===== src/rtl/fetch_pc_unit_if.sv =====
// ---------------------------------------------------------------------------
// fetch_pc_unit_if
//   SRAM-like instruction-fetch port between the IF-stage PC generator and the
//   instruction memory / cache.
//
//   inst_req      master -> slave   request strobe
//   inst_addr     master -> slave   request address (stable while inst_req=1
//                                   unless the master is redirected)
//   inst_addr_ok  slave  -> master  request accepted this cycle
//   inst_rdata    slave  -> master  returned instruction word
//   inst_data_ok  slave  -> master  inst_rdata valid this cycle
// ---------------------------------------------------------------------------
interface fetch_pc_unit_if;
    logic        inst_req;
    logic [31:0] inst_addr;
    logic        inst_addr_ok;
    logic [31:0] inst_rdata;
    logic        inst_data_ok;

    // Fetch unit side
    modport master (
        output inst_req,
        output inst_addr,
        input  inst_addr_ok,
        input  inst_rdata,
        input  inst_data_ok
    );

    // Instruction memory side
    modport slave (
        input  inst_req,
        input  inst_addr,
        output inst_addr_ok,
        output inst_rdata,
        output inst_data_ok
    );
endinterface


===== src/rtl/fetch_pc_unit.sv =====
// ---------------------------------------------------------------------------
// fetch_pc_unit
//   IF-stage PC generator and instruction-fetch sequencer. Fetches one
//   instruction at a time over an SRAM-like port and presents pcF/instrF/validF
//   to the branch predictor and the IF/ID register.
//
//   Next-PC priority: exception flush > decode mispredict > predicted-taken
//   target (taken after the delay slot) > sequential pcF+4.
//
// Ports
//   clk            in   clock, rising edge
//   reset          in   asynchronous, active-high
//   stallF         in   hold IF; current pcF/instrF are not consumed
//   imem           if   SRAM-like instruction port (master modport)
//   pcF            out  PC of the instruction in instrF
//   instrF         out  fetched instruction
//   validF         out  pcF/instrF hold a live instruction
//   predict_taken  in   branch at pcF predicted taken
//   pc_predict     in   predicted target of the branch at pcF
//   mispredict     in   decode redirect request
//   pc_correct     in   redirect target for mispredict
//   flush_exc      in   exception / eret flush
//   pc_exc         in   handler or EPC address
// ---------------------------------------------------------------------------
module fetch_pc_unit #(
    parameter logic [31:0] RESET_PC = 32'hBFC0_0000
) (
    input  logic                   clk,
    input  logic                   reset,
    input  logic                   stallF,
    fetch_pc_unit_if.master        imem,
    output logic [31:0]            pcF,
    output logic [31:0]            instrF,
    output logic                   validF,
    input  logic                   predict_taken,
    input  logic [31:0]            pc_predict,
    input  logic                   mispredict,
    input  logic [31:0]            pc_correct,
    input  logic                   flush_exc,
    input  logic [31:0]            pc_exc
);

    typedef enum logic [1:0] {
        S_IDLE = 2'd0,
        S_REQ  = 2'd1,
        S_WAIT = 2'd2,
        S_HOLD = 2'd3
    } state_t;

    state_t      state;
    logic [31:0] fetch_pc;      // address of the fetch currently in flight
    logic [31:0] pend_tgt;      // predicted target waiting for its delay slot
    logic        pend_tgt_v;
    logic        discard;       // an outstanding response belongs to a dead fetch
    logic        inst_req_r;
    logic [31:0] inst_addr_r;

    logic        redirect;
    logic [31:0] redirect_pc;
    logic        take_pred;
    logic [31:0] seq_pc;
    logic [31:0] consume_pc;

    // Sequential successor; wraps modulo 2^32 and ignores alignment, a
    // misaligned PC is reported by a later stage.
    function automatic logic [31:0] pc_plus4(input logic [31:0] pc);
        return pc + 32'd4;
    endfunction

    assign imem.inst_req  = inst_req_r;
    assign imem.inst_addr = inst_addr_r;

    always_comb begin
        redirect    = flush_exc | mispredict;
        redirect_pc = flush_exc ? pc_exc : pc_correct;
        take_pred   = validF & predict_taken;
        seq_pc      = pc_plus4(pcF);
        // A predicted-taken branch still fetches its delay slot first; the
        // target is parked in pend_tgt and used on the following consume.
        if (take_pred) begin
            consume_pc = seq_pc;
        end else if (pend_tgt_v) begin
            consume_pc = pend_tgt;
        end else begin
            consume_pc = seq_pc;
        end
    end

    always_ff @(posedge clk or posedge reset) begin
        if (reset) begin
            state       <= S_IDLE;
            fetch_pc    <= RESET_PC;
            pend_tgt    <= '0;
            pend_tgt_v  <= 1'b0;
            discard     <= 1'b0;
            inst_req_r  <= 1'b0;
            inst_addr_r <= RESET_PC;
            pcF         <= RESET_PC;
            instrF      <= '0;
            validF      <= 1'b0;
        end else begin
            unique case (state)
                S_IDLE: begin
                    state       <= S_REQ;
                    inst_req_r  <= 1'b1;
                    inst_addr_r <= redirect ? redirect_pc : fetch_pc;
                end

                S_REQ: begin
                    if (imem.inst_addr_ok) begin
                        // Request already accepted: its data will still
                        // come back and has to be thrown away.
                        state      <= S_WAIT;
                        inst_req_r <= 1'b0;
                        if (redirect) begin
                            discard <= 1'b1;
                        end
                    end else if (redirect) begin
                        inst_addr_r <= redirect_pc;
                    end
                end

                S_WAIT: begin
                    if (imem.inst_data_ok) begin
                        if (redirect || discard) begin
                            state       <= S_REQ;
                            discard     <= 1'b0;
                            inst_req_r  <= 1'b1;
                            inst_addr_r <= redirect ? redirect_pc : fetch_pc;
                        end else begin
                            state  <= S_HOLD;
                            pcF    <= fetch_pc;
                            instrF <= imem.inst_rdata;
                            validF <= 1'b1;
                        end
                    end else if (redirect) begin
                        discard <= 1'b1;
                    end
                end

                S_HOLD: begin
                    if (redirect) begin
                        // Redirect overrides both stall and the consume; the
                        // prediction for this slot is not latched.
                        state       <= S_REQ;
                        inst_req_r  <= 1'b1;
                        inst_addr_r <= redirect_pc;
                    end else if (!stallF) begin
                        state       <= S_REQ;
                        fetch_pc    <= consume_pc;
                        validF      <= 1'b0;
                        inst_req_r  <= 1'b1;
                        inst_addr_r <= consume_pc;
                        if (take_pred) begin
                            pend_tgt   <= pc_predict;
                            pend_tgt_v <= 1'b1;
                        end else if (pend_tgt_v) begin
                            pend_tgt_v <= 1'b0;
                        end
                    end
                end

                default: begin
                    state <= S_IDLE;
                end
            endcase

            // Redirect side effects common to every state; placed last so
            // they take precedence over the per-state updates above.
            if (redirect) begin
                fetch_pc   <= redirect_pc;
                pend_tgt_v <= 1'b0;
                validF     <= 1'b0;
            end
        end
    end

endmodule


===== src/flat_wrapper.sv =====
// flat-port wrapper written by rule: the top's interface ports become plain ports
module fetch_pc_unit_flat 
#(
    parameter logic [31:0] RESET_PC = 32'hBFC0_0000
)
  (clk, reset, stallF, pcF, instrF, validF, predict_taken, pc_predict, mispredict, pc_correct, flush_exc, pc_exc, imem_inst_req, imem_inst_addr, imem_inst_addr_ok, imem_inst_rdata, imem_inst_data_ok);
  fetch_pc_unit_if imem_i ();
  input  logic clk;
  input  logic reset;
  input  logic stallF;
  output logic [31:0] pcF;
  output logic [31:0] instrF;
  output logic validF;
  input  logic predict_taken;
  input  logic [31:0] pc_predict;
  input  logic mispredict;
  input  logic [31:0] pc_correct;
  input  logic flush_exc;
  input  logic [31:0] pc_exc;
  output wire logic [$bits(imem_i.inst_req)-1:0] imem_inst_req;
  output wire logic [$bits(imem_i.inst_addr)-1:0] imem_inst_addr;
  input wire logic [$bits(imem_i.inst_addr_ok)-1:0] imem_inst_addr_ok;
  input wire logic [$bits(imem_i.inst_rdata)-1:0] imem_inst_rdata;
  input wire logic [$bits(imem_i.inst_data_ok)-1:0] imem_inst_data_ok;
  assign imem_inst_req = imem_i.inst_req;
  assign imem_inst_addr = imem_i.inst_addr;
  assign imem_i.inst_addr_ok = imem_inst_addr_ok;
  assign imem_i.inst_rdata = imem_inst_rdata;
  assign imem_i.inst_data_ok = imem_inst_data_ok;
  fetch_pc_unit #(.RESET_PC(RESET_PC)) u_core (.clk(clk), .reset(reset), .stallF(stallF), .imem(imem_i), .pcF(pcF), .instrF(instrF), .validF(validF), .predict_taken(predict_taken), .pc_predict(pc_predict), .mispredict(mispredict), .pc_correct(pc_correct), .flush_exc(flush_exc), .pc_exc(pc_exc));
endmodule

===== config.mk =====
export PLATFORM = sky130hd
export DESIGN_NAME = fetch_pc_unit_flat
export DESIGN_NICKNAME = d
export VERILOG_FILES = /design/src/rtl/fetch_pc_unit_if.sv /design/src/rtl/fetch_pc_unit.sv /design/src/flat_wrapper.sv
export SDC_FILE = /design/constraint.sdc
export NUM_CORES = 1
export LEC_CHECK = 0
export BUFFER_PORTS_ARGS = -buffer_cell sky130_fd_sc_hd__clkbuf_2
export CAP_MARGIN = 0
export CORE_ASPECT_RATIO = 2
export CORE_MARGIN = 3
export CORE_UTILIZATION = 35
export DETAILED_ROUTE_END_ITERATION = 8
export HOLD_SLACK_MARGIN = 0.08
export PLACE_DENSITY = 0.65
export SLEW_MARGIN = 10
export SYNTH_ARGS = -nofsm -noshare
export SYNTH_HDL_FRONTEND = slang
export SYNTH_SLANG_ARGS = --single-unit

===== constraint.sdc =====
create_clock -name clk -period 4.3 [get_ports clk]
set_input_delay 0.215 -clock clk [delete_from_list [all_inputs] [get_ports clk]]
set_output_delay 0.215 -clock clk [all_outputs]
set_load 0.01 [all_outputs]

==> run metrics <==
outcome=completed; required time worst endpoint=4630 ps; Total GRT Usage=21.30%; CTS clock-pin slew for the worst setup and hold paths=70 ps; post-synthesis mux area share=18.70%; simple-gate share of the synthesized area=12.33%; final worst-path cycle share=63.18%; GRT overflow=0; FMAX=368.1 MHz; Relative slew margins=27.37%; Final HPWL DP=19740 um; sequential area share after synthesis=49.08%; EDFF count, synth=0; largest family of logic cells by synthesized area=multiplexers; crit path max-delay cell type=or2_2; clk_lat worst skew=440 ps; Place WS=1310 ps; multi-input logic area=4123 um2; Synthesized Nets=948; Worst Path Class, Setup=reg -> reg; TritonCTS buffer count=17; number of synthesis warnings=0; first-pass GRT wire length=42150 um; cell taking the most area after synthesis=dfrtp_1; fin. max-slew vios=0; Yosys top cell area share=40.77%; Synth Flop Type=dfrtp_1; hold slack=100.2 ps; Final nets=1222; Synth Register Bits=166; CP max FO=37; static leakage power=5.580 nW; Crit path largest cell delay=450 ps; Layout Utilization=46.78%; clk sinks=166; Max-cap violations=0; CTS H-tree lvls=4; Storage cell area=4188 um2; DP Cell Count=1283; final wirelength=27740 um; Distinct cells, synth=57; commonest non-fill, non-tap cell in the layout=clkbuf_2; Die Y=226.8 um; # DRC=0; CTS tree=built; wire length per cell=20.09 um; Synth Area in XOR/XNOR=1.642%; Crit. End Element=register; initial antenna violation count=0; Core Footprint=23920 um2; die width=116.4 um; Area contributors post-synth=dfrtp_1, mux2_1, dfstp_2; Inserted Diodes=0; Area Growth Syn to Fin=31.18%; synthesized area=8532 um2; drt initial violations=417; fillers=2238; worst hold path class=in -> reg; Placed Area=9966 um2; pwr/cell area=465.2 nW/um2; Slew @ Worst Pin=1086 ps; number of global-route vias before repair=7720; Max IR drop VDD=0.2117 mV; # resized after CTS=0; Rows=80; overall power=5.207 mW; vias per inst=5.443; post-synthesis async set-or-reset flop share=100.0%; Finish-stage setup viols=0; Tmin final=2717 ps; Synth Area in Compound Gates=14.59%; Vias=7517; most frequent cells in the layout=clkbuf_2, dfrtp_1, mux2_1; Fin Setup TNS=0 ps; Root Buffer=clkbuf_16; final hold vios=0; clk_skew=12.67 ps; RSZ-0062 raised after global routing=false; crit-path cells=inv_1 > ha_1 > nor2b_1 > a31o_2 > nor3_1 > or2_2 > buf_4 > o221ai_1 > o21a_1; Post-Syn Instances=807; layout cells sized above 1=30.07%; First-pass DRT Iterations=5; critical path launch point type=register; worst setup margin=1583 ps; GPL Wtd Cong=0.8302; full die area=26400 um2; Post-CTS Setup Inserts=0; Ports=234; Worst EP arrival=3050 ps; largest net degree at the start of global routing=139; final instance area=11190 um2; CTS Buffer Depth=2; initial core utilization=35.66%; non-filler cells, final=1381; port bufs=233; Syn Area/Cell=10.57 um2; area share of fa/ha/maj cells after synthesis=0.7332%; Detail Route Antenna Nets=0; hold_buf cts=66
## cells by family after synthesis
group | count (synthesis)
and+or+nand+nor | 219
AOI/OAI and AO/OA | 194
DFF | 166
muxes | 146
buffers and inverters | 61
xor gates and xnor gates | 16
adders and majority gates | 5
## cell usage after synthesis, drive strengths merged, types with 8 or more instances
master,n
a21o,11
o22a,14
or3,11
mux2,107
a221oi,9
a21oi,64
nor3,8
nand2,52
nor2,93
o221ai,9
nand3,16
clkbuf,32
nand4,13
a31oi,25
dfstp,27
dfrtp,139
o21ai,31
buf,22
xnor2,12
mux2i,39
## power breakdown
group	internal [mW]	switching [mW]
Clock	0.816	0.677
Sequential	1.90	0.240
Combinational	0.643	0.933
## worst paths after layout
kind | cells past startpoint | slack, ps | from | endpoint
max | 9 | 1580 | u_core.state[0]$_DFFE_PP0P_ | u_core.imem.inst_addr[3]$_DFFE_PP0P_
min | 3 | 100 | imem_inst_addr_ok | u_core.imem.inst_req$_DFFE_PP0P_
max reg2reg | 9 | 1580 | u_core.state[0]$_DFFE_PP0P_ | u_core.imem.inst_addr[3]$_DFFE_PP0P_
min reg2reg | 1 | 490 | u_core.instrF[10]$_DFFE_PP0P_ | u_core.instrF[10]$_DFFE_PP0P_
max in group asynchronous | 4 | 2720 | reset | u_core.pcF[13]$_DFFE_PP0P_
min in group asynchronous | 3 | 410 | reset | u_core.instrF[16]$_DFFE_PP0P_
## critical path, delay by kind of cell (launching register included)
kind / cells / cell delay (ps)
flops: 1 / 400
buf+inv: 2 / 520
simple gates: 3 / 860
fa+ha+maj: 1 / 250
compound gates: 3 / 580
## registers in the layout (all words and copies together), names as in the netlist, 2 cells and up
register	flops
u_core.state	2
u_core.pcF	32
u_core.imem.inst_addr	32
u_core.instrF	32
u_core.fetch_pc	32
u_core.pend_tgt	32
## layout make-up
type                    count  share of cell area [%]
well taps                 287                   3.208
clock buffers              18                   3.924
multi-input cells         580                   36.84
inverters                   7                  0.2683
flip-flops and latches    166                   37.42
repair buffers            309                   17.22
clock inverters            14                   1.129
## routing by layer
metal,global-route usage [%],vias to the layer above,routed length (um)
met5,0,-,0
met4,9.704,0,1082
met3,3.579,53,1318
met2,39.22,261,15280
met1,23.23,3715,10060
li1,-,3488,-
No activity file was read; power rests on OpenSTA's default activity.
